## src/rtl/prog_freq_divider_defs.vh

```
// Shared constants for the programmable frequency divider.
//   PFD_CLK_HZ     nominal system clock rate
//   PFD_DIV_xHZ    reset divisors for 2/5/9 Hz outputs at PFD_CLK_HZ
//   PFD_HALF(d)    length of the high phase, ceil(d/2), written so it never overflows
`ifndef PROG_FREQ_DIVIDER_DEFS_VH
`define PROG_FREQ_DIVIDER_DEFS_VH

`define PFD_CLK_HZ   25_000_000
`define PFD_DIV_2HZ  24'd12_500_000
`define PFD_DIV_5HZ  24'd5_000_000
`define PFD_DIV_9HZ  24'd2_777_778

`define PFD_HALF(d) ((d) - ((d) >> 1))

`endif

```

## src/rtl/prog_freq_divider_pkg.sv

```systemverilog
// Package for prog_freq_divider: default divisors and the select-width helper.
package prog_freq_divider_pkg;
`include "prog_freq_divider_defs.vh"

  localparam logic [23:0] DIV_2HZ = `PFD_DIV_2HZ;
  localparam logic [23:0] DIV_5HZ = `PFD_DIV_5HZ;
  localparam logic [23:0] DIV_9HZ = `PFD_DIV_9HZ;

  // Channel-select width; a single channel still gets a 1-bit select.
  function automatic int sel_w(input int n);
    return (n > 1) ? $clog2(n) : 1;
  endfunction

endpackage

```

## src/rtl/fdiv_chan.sv

```systemverilog
// One divider channel.
//   clk, reset   system clock, synchronous active-high reset
//   en           run enable for this channel
//   sync         restart strobe shared by all channels
//   ld, ld_div   divisor load (already qualified by channel select)
//   q, tick      registered divided clock and its rising-edge pulse
module fdiv_chan #(
  parameter int               DIV_W = 24,
  parameter logic [DIV_W-1:0] DEF_D = DIV_W'(2)
) (
  input  logic             clk,
  input  logic             reset,
  input  logic             en,
  input  logic             sync,
  input  logic             ld,
  input  logic [DIV_W-1:0] ld_div,
  output logic             q,
  output logic             tick
);
`include "prog_freq_divider_defs.vh"

  localparam logic [DIV_W-1:0] ONE = DIV_W'(1);
  localparam logic [DIV_W-1:0] TWO = DIV_W'(2);

  logic [DIV_W-1:0] d, p, cnt;
  logic [DIV_W-1:0] p_nxt, src, d_new, cnt_inc;
  logic             run, wrap;

  always_comb begin
    run     = en && (d >= TWO);
    wrap    = (cnt == d - ONE);
    p_nxt   = ld ? ld_div : p;
    // A sync restart picks up a load from the same cycle; a natural wrap
    // commits only what was already pending, so a same-cycle load waits.
    src     = (run && sync) ? p_nxt : p;
    d_new   = (src == ONE) ? TWO : src;
    cnt_inc = cnt + ONE;
  end

  always_ff @(posedge clk) begin
    if (reset) begin
      d    <= DEF_D;
      p    <= DEF_D;
      cnt  <= DEF_D - ONE;
      q    <= 1'b0;
      tick <= 1'b0;
    end else begin
      p <= p_nxt;
      if (!run) begin
        // Idle: keep the counter parked at D-1 so enabling wraps immediately.
        d    <= d_new;
        cnt  <= d_new - ONE;
        q    <= 1'b0;
        tick <= 1'b0;
      end else if (wrap || sync) begin
        d <= d_new;
        if (d_new >= TWO) begin
          cnt  <= '0;
          q    <= 1'b1;
          tick <= 1'b1;
        end else begin
          // Committed divisor stops the channel at this restart point.
          cnt  <= d_new - ONE;
          q    <= 1'b0;
          tick <= 1'b0;
        end
      end else begin
        cnt  <= cnt_inc;
        q    <= (cnt_inc < `PFD_HALF(d));
        tick <= 1'b0;
      end
    end
  end

endmodule

```

## src/rtl/prog_freq_divider.sv

```systemverilog
// Multi-channel programmable clock divider.
//   clk, reset   system clock, synchronous active-high reset
//   en[NCH]      per-channel run enable
//   sync         restarts all running channels in phase
//   ld/ld_ch/ld_div  load a pending divisor into one channel; out-of-range ld_ch ignored
//   q[NCH]       divided clocks (high ceil(D/2), low floor(D/2) cycles)
//   tick[NCH]    one-cycle pulse coincident with each q rising edge
module prog_freq_divider
  import prog_freq_divider_pkg::*;
#(
  parameter int                   NCH     = 3,
  parameter int                   DIV_W   = 24,
  parameter logic [NCH*DIV_W-1:0] DEF_DIV = {DIV_9HZ, DIV_5HZ, DIV_2HZ}
) (
  input  logic                    clk,
  input  logic                    reset,
  input  logic [NCH-1:0]          en,
  input  logic                    sync,
  input  logic                    ld,
  input  logic [sel_w(NCH)-1:0]   ld_ch,
  input  logic [DIV_W-1:0]        ld_div,
  output logic [NCH-1:0]          q,
  output logic [NCH-1:0]          tick
);

  localparam int SEL_W = sel_w(NCH);

  for (genvar i = 0; i < NCH; i++) begin : g_chan
    fdiv_chan #(
      .DIV_W (DIV_W),
      .DEF_D (DEF_DIV[i*DIV_W +: DIV_W])
    ) u_chan (
      .clk    (clk),
      .reset  (reset),
      .en     (en[i]),
      .sync   (sync),
      .ld     (ld && (ld_ch == SEL_W'(i))),
      .ld_div (ld_div),
      .q      (q[i]),
      .tick   (tick[i])
    );
  end

endmodule
```

## config.mk

```make
export PLATFORM = sky130hd
export DESIGN_NAME = prog_freq_divider
export DESIGN_NICKNAME = d
export VERILOG_FILES = /design/src/rtl/prog_freq_divider_pkg.sv /design/src/rtl/fdiv_chan.sv /design/src/rtl/prog_freq_divider.sv
export VERILOG_INCLUDE_DIRS = /design/src /design/src/rtl
export SDC_FILE = /design/constraint.sdc
export NUM_CORES = 1
export LEC_CHECK = 0
export CELL_PAD_IN_SITES_DETAIL_PLACEMENT = 2
export CELL_PAD_IN_SITES_GLOBAL_PLACEMENT = 2
export CORE_AREA = 2 2 219 307
export CTS_CLUSTER_DIAMETER = 60
export DETAILED_ROUTE_END_ITERATION = 8
export DIE_AREA = 0 0 221 309
export GPL_TIMING_DRIVEN = 0
export PLACE_DENSITY_LB_ADDON = 0.08
export RECOVER_POWER = 25
export SKIP_CTS_REPAIR_TIMING = 1
export SLEW_MARGIN = 10
export SYNTH_ARGS = -nofsm -noshare
export SYNTH_HDL_FRONTEND = slang
export SYNTH_SLANG_ARGS = --single-unit
export TNS_END_PERCENT = 1
```

## constraint.sdc

```tcl
create_clock -name clk -period 13.3 [get_ports clk]
set_input_delay 2.66 -clock clk [delete_from_list [all_inputs] [get_ports clk]]
set_output_delay 2.66 -clock clk [all_outputs]
set_load 0.03 [all_outputs]
```

==> results.md <==
* DRC viols at 0
* Final Hold Fails at 0
* Crit-path cells: dlygate4sd3_1, nor3b_1, nand2_1, nor3_2, buf_2, mux2i_1, o21ai_0, inv_1, ha_1, nand2_1, or4_1, a22oi_2, or4b_1, a21oi_1, o21ai_0
* Layout Nets at 3331
* Syn Inst Count at 2983
* Clock Sinks at 222
* GPL Wtd Cong at 0.980
* Top-area cell type share of the netlist area at 19.6%
* Max_slew headroom at 2.89%
* Gr usage total at between 30% and 40%
* Reg-to-reg slack, setup at 6.65 ns
* FFs w/ async S/R, synth at 0%
* Number of port buffers at 28
* CP startpoint kind: primary input
* RSZ-0062 raised after global routing: no
* Critical Path End Type: flip-flop
* DP Wirelength at 88400 um
* Worst path slowest cell: nor3b_1
* Worst EP arrival at 8.78 ns
* Number of synthesized register bits at 222
* Initial core utilization at 34.7%
* CTS root buf: clkbuf_16
* Synth Area per Inst at 7.61 um2
* Outcome: complete, no violations
* Iteration-0 DRC Markers at 1044
* Kind of critical path: primary input to flip-flop
* Fillers at 7666
* Pin count of the biggest net entering global routing at 14
* Most used DFF post-synth: dfxtp_1
* Setup TNS at 0 ns
* Pre-antenna DRT Iters at 5
* Synth Cell Area at 0.0227 mm2
* Routed WL at 107000 um
* First-pass GRT wire length at ~160000 um
* Placed cells at around 3900
* Fraction of layout cells with a size suffix above 1 at roughly 5.2%
* CP Data Required Time at 13.72 ns
* Number of max-cap violations at 0
* Total grt overflow at 0
* Post-route ant nets at 0
* Vias in the first global route at around 26000
* # setup viols final at 0
* Most frequent cell after synthesis: nand2_1
* Die Y at 309 um
* Syn_nets at around 3300
* Worst-skew pair later-pin latency at 0.56 ns
* Leading post-synthesis cells by cell area: dfxtp_1, ha_1, xnor2_1, nand2_1, nor2_1
* Core area at 0.0654 mm2
* Max frequency at approximately 120 MHz
* Final std cells w/o fill at ~3900
* Slew Viols, Final at 0
* Worst Path Max Fanout at 10
* Final Core Density at between 30% and 40%
* Row Count at about 110
* Top cells by count, synth: nand2_1, ha_1, nor2_1
* Worst slew pin tran at around 1.5 ns
* Initial antenna violation count at 3
* Pre-CTS WS at ~4.6 ns
* Final setup margin at 4.94 ns
* Hold Crit Class: flip-flop to flip-flop
* Top Ports at 39
* CTS buffer count at 27
* Final worst-path cycle share at 62.9%
* Part of the Yosys area used for sequential elements at 19.6%
* Number of synthesized flops with an enable pin at 0
* Vias at around 23000
* Final hold slack at 0.476 ns
* Drt wl/cell at 27.3 um
* Critical path's largest stage delay at 1.18 ns
* Final clock skew at 0.0130 ns
* Worst-path clk slew at 0.07 ns
* Power Density at 93.5 mW/mm2
* Crit path time final at 8.36 ns
* Die area at 0.0683 mm2
* Clock Path Buffers at 3
* Yosys top cell by area: dfxtp_1
* Avg Vias per Cell at ~6
* H-tree Lvls at 1
* Max IR drop VDD at about 0.067 mV
* Yosys Warn Count at 0
* Pleak at slightly below 10 nW
* Yosys cell types at 104
* Die W at 221 um
* CTS tree: done
* Synthesis-to-layout area growth at 9.82%
## final cells by class
cell class | instances | area [um2] | area share, %
Inverter | 175 | 657 | 2.64
Clock buffer | 34 | 742 | 2.98
Sequential cell | 222 | 4440 | 17.8
Clock inverter | 11 | 143 | 0.572
Tap cell | 847 | 1060 | 4.25
Multi-Input combinational cell | 2439 | 16900 | 67.9
Antenna cell | 1 | 2.50 | 0.0100
Timing Repair Buffer | 28 | 280 | 1.12
Buffer | 147 | 664 | 2.67
## critical path: cells and delay by family
family / cells / cell delay, ns
compound gates: 4 / 0.94
fa+ha+maj: 1 / 0.39
buf+inv: 3 / 1.15
mux: 1 / 0.42
simple gates: 6 / 3.22
## power by group
part / total, W / switching, W / internal [W]
clock network: 0.000768 / 0.000332 / 0.000436
logic: 0.000803 / 0.000505 / 0.000299
registers: 0.000759 / 0.0000566 / 0.000703
total: 0.00233 / 0.000893 / 0.00144
## worst paths after layout
path                                             start                        to  cells after the start
worst max-delay path                          ld_ch[0]  g_chan[0].u_chan.cnt[20]                     15
worst min-delay path            g_chan[1].u_chan.p[15]    g_chan[1].u_chan.p[15]                      2
worst max register to register   g_chan[2].u_chan.d[8]  g_chan[2].u_chan.cnt[14]                     22
worst min register to register  g_chan[1].u_chan.p[15]    g_chan[1].u_chan.p[15]                      2
## layout by cell type (no fill, tap or decap), types with 27 or more instances in the layout
cell	synthesis	final
ha_1	255	255
clkbuf_16	0	27
o21ai_0	98	98
xor2_1	97	97
nand2b_1	42	42
inv_1	171	171
nand2_1	344	344
xnor2_1	195	195
a31oi_1	36	36
o211ai_1	28	28
clkbuf_1	102	105
a21oi_1	171	171
and3_1	50	50
nor3_1	86	86
dfxtp_1	222	222
mux2i_1	60	60
nor2_1	234	234
nand4_1	43	43
a211oi_1	70	70
or3_1	50	50
nand3_1	101	101
nor2b_1	32	32
## layer usage
metal,track usage (%),vias up,wire [um]
met5,0,-,11
met2,57.4,475,54200
li1,-,10700,-
met3,1.99,251,2360
met4,22.8,2,9150
met1,32.4,11400,40900
## flip-flops by register name, summed over array words and instances, names as in the netlist
signal              count
g_chan.u_chan.p        72
g_chan.u_chan.cnt      72
g_chan.u_chan.d        72
g_chan.u_chan.q         3
g_chan.u_chan.tick      3
## kinds of logic (layout without fill, tap and decap cells)
logic type / Yosys count / in the layout / synth area share (%)
flip-flops: 222 / 222 / 19.6
other: 0 / 1 / 0
adder cells (fa/ha/maj): 258 / 258 / 14.3
multiplexers: 70 / 70 / 3.14
AND/OR/NAND/NOR: 1150 / 1150 / 25.3
XOR/XNOR: 294 / 294 / 11.5
buffers and inverters: 322 / 395 / 5.82
AO/OA/AOI/OAI: 667 / 667 / 20.3
## through the flow
stage	power (W)	cell area (um2)
after global placement	0.00154	24000
after global routing	0.00246	24900
final	0.00233	24900
after CTS	0.00235	24900
after detailed placement	0.00157	24000
after floorplan	0.00129	22700
No activity file was read; power rests on OpenSTA's default activity.
